## config.mk

```make
export PLATFORM = sky130hd
export DESIGN_NAME = timing_control_gen
export DESIGN_NICKNAME = d
export VERILOG_FILES = /design/src/rtl/mano_pkg.sv /design/src/rtl/dec_3to8.sv /design/src/rtl/timing_control_gen.sv
export SDC_FILE = /design/constraint.sdc
export NUM_CORES = 1
export LEC_CHECK = 0
export BUFFER_PORTS_ARGS = -buffer_cell sky130_fd_sc_hd__buf_4
export CORE_ASPECT_RATIO = 1.2
export CORE_UTILIZATION = 25
export DETAILED_ROUTE_END_ITERATION = 12
export GPL_ROUTABILITY_DRIVEN = 1
export PLACE_DENSITY = 0.61
export SYNTH_ARGS = -nofsm -noshare
export SYNTH_HDL_FRONTEND = slang
export SYNTH_SLANG_ARGS = --single-unit
```

## constraint.sdc

```tcl
create_clock -name clk -period 1.5 [get_ports clk]
set_input_delay 0.075 -clock clk [delete_from_list [all_inputs] [get_ports clk]]
set_output_delay 0.075 -clock clk [all_outputs]
set_load 0.005 [all_outputs]
```

## src/rtl/mano_pkg.sv

```systemverilog
`default_nettype none
// ----------------------------------------------------------------------------
// mano_pkg : shared constants for the basic-computer control path.
// Rev 1.0
// ----------------------------------------------------------------------------
package mano_pkg;

  localparam int WORD_W = 16;
  localparam int SC_W   = 3;

  // Instruction-word fields
  localparam int I_BIT  = 15;
  localparam int OP_HI  = 14;
  localparam int OP_LO  = 12;

  localparam logic [2:0] OP_AND = 3'd0;
  localparam logic [2:0] OP_ADD = 3'd1;
  localparam logic [2:0] OP_LDA = 3'd2;
  localparam logic [2:0] OP_STA = 3'd3;
  localparam logic [2:0] OP_BUN = 3'd4;
  localparam logic [2:0] OP_BSA = 3'd5;
  localparam logic [2:0] OP_ISZ = 3'd6;
  localparam logic [2:0] OP_IO  = 3'd7;

  localparam int T0_IDX = 0;
  localparam int T1_IDX = 1;
  localparam int T2_IDX = 2;
  localparam int T3_IDX = 3;
  localparam int T4_IDX = 4;
  localparam int T5_IDX = 5;
  localparam int D7_IDX = 7;

endpackage
`default_nettype wire

```

## src/rtl/dec_3to8.sv

```systemverilog
`default_nettype none
// ----------------------------------------------------------------------------
// dec_3to8 : 3-bit binary to one-hot decoder; OUT_W < 8 keeps the low outputs.
// Rev 1.0
// ----------------------------------------------------------------------------
module dec_3to8 #(
  parameter int OUT_W = 8
) (
  input  logic [2:0]       sel_i,
  output logic [OUT_W-1:0] dec_o
);

  for (genvar i = 0; i < OUT_W; i++) begin : g_dec
    assign dec_o[i] = (sel_i == 3'(i));
  end

endmodule
`default_nettype wire

```

## src/rtl/timing_control_gen.sv

```systemverilog
`default_nettype none
// ----------------------------------------------------------------------------
// timing_control_gen : sequence counter, IR, opcode decode and indirect flop J.
// Rev 1.0
// ----------------------------------------------------------------------------
module timing_control_gen
  import mano_pkg::*;
#(
  parameter int T_STATES = 6,
  parameter int WORD_W   = mano_pkg::WORD_W
) (
  input  logic                clk,
  input  logic                rst,
  input  logic [WORD_W-1:0]   bus_in,
  input  logic                sc_clr,
  input  logic                hlt,
  output logic [T_STATES-1:0] T,
  output logic [7:0]          D,
  output logic                J,
  output logic [WORD_W-1:0]   ir,
  output logic [SC_W-1:0]     sc
);

  localparam logic [SC_W-1:0] SC_LAST = SC_W'(T_STATES - 1);
  localparam logic [SC_W-1:0] SC_T1   = SC_W'(T1_IDX);
  localparam logic [SC_W-1:0] SC_T2   = SC_W'(T2_IDX);

  logic [SC_W-1:0]   sc_q, sc_d;
  logic [WORD_W-1:0] ir_q, ir_d;
  logic              j_q, j_d;

  // Clear beats halt; IR and J only load on a normally advancing edge.
  always_comb begin
    sc_d = sc_q;
    ir_d = ir_q;
    j_d  = j_q;
    if (sc_clr) begin
      sc_d = '0;
    end else if (!hlt) begin
      sc_d = (sc_q == SC_LAST) ? '0 : sc_q + 1'b1;
      if (sc_q == SC_T1) ir_d = bus_in;
      if (sc_q == SC_T2) j_d  = ir_q[I_BIT];
    end
  end

  always_ff @(posedge clk) begin
    if (rst) begin
      sc_q <= '0;
      ir_q <= '0;
      j_q  <= 1'b0;
    end else begin
      sc_q <= sc_d;
      ir_q <= ir_d;
      j_q  <= j_d;
    end
  end

  dec_3to8 #(.OUT_W(T_STATES)) u_t_dec (
    .sel_i (sc_q),
    .dec_o (T)
  );

  dec_3to8 #(.OUT_W(8)) u_d_dec (
    .sel_i (ir_q[OP_HI:OP_LO]),
    .dec_o (D)
  );

  assign J  = j_q;
  assign ir = ir_q;
  assign sc = sc_q;

endmodule
`default_nettype wire

```

==> impl_metrics.json <==
{
  "status": "completed",
  "synth_nets": 125,
  "p_leak_nw": 0.7148,
  "dp.final_hpwl_um": 1732,
  "path_buf_inv": 2,
  "routed_wl_um": 2460,
  "yosys_warnings": 0,
  "cts_tree": "yes",
  "slowest_stage": "or3b_4",
  "fp.dieW_um": 59.87,
  "io_pins": 54,
  "setup_viol": 0,
  "max-cap-violations": 0,
  "num_vias": 936,
  "clkSlewWorstSetupHoldPaths_ps": 80,
  "drc": 0,
  "port_buffers": 53,
  "ys_types": 22,
  "start_util": 0.2698,
  "antenna_cells": 0,
  "hp-class": "primary input to register",
  "h-tree-depth": 1,
  "grt_max_degree": 37,
  "worst-setup-path-type": "register to register",
  "max_freq_mhz": 676.8,
  "ctsHoldBuffers": 0,
  "grt_pass1_wl_um": 3926,
  "cts.sinks": 20,
  "nNetsFinal": 187,
  "worst_clock_skew_ps": 0.9482,
  "cp_slowest_stage_delay_ps": 400,
  "first_pass_iters": 3,
  "numCtsBuffers": 3,
  "grt_remaining_overflow": 0,
  "antenna_found_initial": 0,
  "place.gp.congestion": 0.7870,
  "power_density_nw_per_um2": 716.5,
  "crit_family": "simple AND/OR/NAND/NOR gates",
  "crit_fanout": 8,
  "synth_area_um2": 1005,
  "cp-start-kind": "register",
  "critPathCaptureType": "register",
  "period_share": 0.9850,
  "drt-initial-drc-count": 21,
  "wl_per_cell_um": 11.34,
  "syn_to_final_growth_pct": 60.02,
  "ant_nets": 0,
  "fp.dieH_um": 71.45,
  "cp_cell_sequence": "or3b_4 -> nor3_4 -> buf_6 -> buf_16 -> mux2i_1",
  "post-route-min-period_ps": 1478,
  "cts-root-buf": "clkbuf_8",
  "fin_total_pwr_mw": 1.152,
  "cp_data_required_time_ps": 1690,
  "placed_cell_area_um2": 1481,
  "via_per_inst": 4.313,
  "post-route-util": 0.4318,
  "ir_drop_v": 0.0003450,
  "rows": 24,
  "clockBufferDepth": 2,
  "syn_inst": 104,
  "insertion_delay_ps": 250,
  "cp.arrival_ps": 1660,
  "slew-limit-headroom": 0.8101,
  "yosysTopAreaCell": "dfxtp_1",
  "synth_top_area_frac": 0.3985,
  "ys_seq_elements": 20,
  "drive_above_1_share": 0.4364,
  "core_area_um2": 3724,
  "synthTopCellsByArea": "dfxtp_1 (40%), nand2b_1 (21%), mux2i_1 (17%), nor3b_1 (3.0%), and3b_1 (2.6%)",
  "hold_slack_ps": 37.37,
  "worst_slew_pin_slew_ps": 284.4,
  "hold_violations": 0,
  "ys_seq_area_frac": 0.3985,
  "grt_pass1_vias": 916,
  "grt.total_usage": 0.1159,
  "rsz0062_at_grt": "yes",
  "slew_violations": 0,
  "die-area_um2": 4277,
  "stdcell_area_um2": 1608,
  "synth.avg_cell_area_um2": 9.661
}
## layout make-up
class                           count  area (um^2)
Clock buffer                        4        66.31
Fill cell                         399         2116
Inverter                            3        11.26
Multi-Input combinational cell     77        573.1
Sequential cell                    20        406.6
Tap cell                           52        65.06
Timing Repair Buffer               61        485.5
## per-layer routing
metal	wire [um]	GRT usage
met3	152	0.02347
met1	1033	0.1336
met2	1260	0.2037
met5	0	0
met4	13	0.04651
## flip-flops by register name (all words and copies together) (netlist names)
register and cells:
J 1, ir 16, sc 3
## where the power goes
| part | internal (mW) | switching, mW |
|---|---|---|
| clock | 0.289 | 0.180 |
| combinational | 0.0870 | 0.0516 |
| sequential | 0.538 | 0.00664 |
| total | 0.914 | 0.238 |
## placed cells by master (no fill, tap or decap), types with 2 or more instances in the layout
cell type,n
nand2_1,3
clkbuf_8,3
nor3_1,4
dfxtp_1,17
mux2i_1,16
buf_6,2
nand2b_1,33
dfxtp_2,2
buf_4,58
and3b_1,3
nor3b_1,4
nor2_1,2
inv_1,3
## cells in the mapped netlist
cell and instances:
nor3_1 4, or3_1 1, buf_8 1, nor2_1 2
and2b_1 1, and2_1 1, inv_1 3, nor3_4 1
nor2b_1 1, a211oi_1 1, ha_1 1, dfxtp_1 20
nand2_1 3, and3_1 1, nor4_1 1, nand2b_1 33
or3b_4 1, and3b_1 3, clkbuf_1 3, nor3b_1 4
mux2i_1 17, o22a_1 1
## path summary, 6_finish.rpt
| kind | from | endpoint | slack [ps] | depth (start not counted) |
|---|---|---|---|---|
| max | sc[0] | ir[6] | 20 | 5 |
| min | sc_clr | sc[1] | 40 | 2 |
| max reg2reg | sc[0] | ir[6] | 20 | 5 |
| min reg2reg | J | J | 480 | 2 |
## stage by stage
stage / worst slack, ps / TNS, ps / std cells
final: 22.44 / 0 / 217
after detailed placement: 4.234 / 0 / 208
after global routing: -41.60 / -283.0 / 217
after global placement: 88.86 / 0 / 208
after CTS: 3.111 / 0 / 214
after floorplan: -69.77 / -697.7 / 104
## timing repair
action,4_1_cts,5_1_grt
setup endpoints to repair,1,16
gates resized for setup,0,6
pin swaps,1,4
gates cloned,1,0
setup buffers,1,4
## cells by family (layout without fill, tap and decap cells)
logic type	after synthesis	after routing	synth area share
multiplexers	17	17	0.1694
flip-flops	20	20	0.3985
buffers and inverters	7	68	0.03735
adder cells (fa/ha/maj)	1	1	0.01245
AO/OA/AOI/OAI	2	2	0.01619
AND/OR/NAND/NOR	57	57	0.3662
Note: power is estimated with default switching activity, not from simulation.
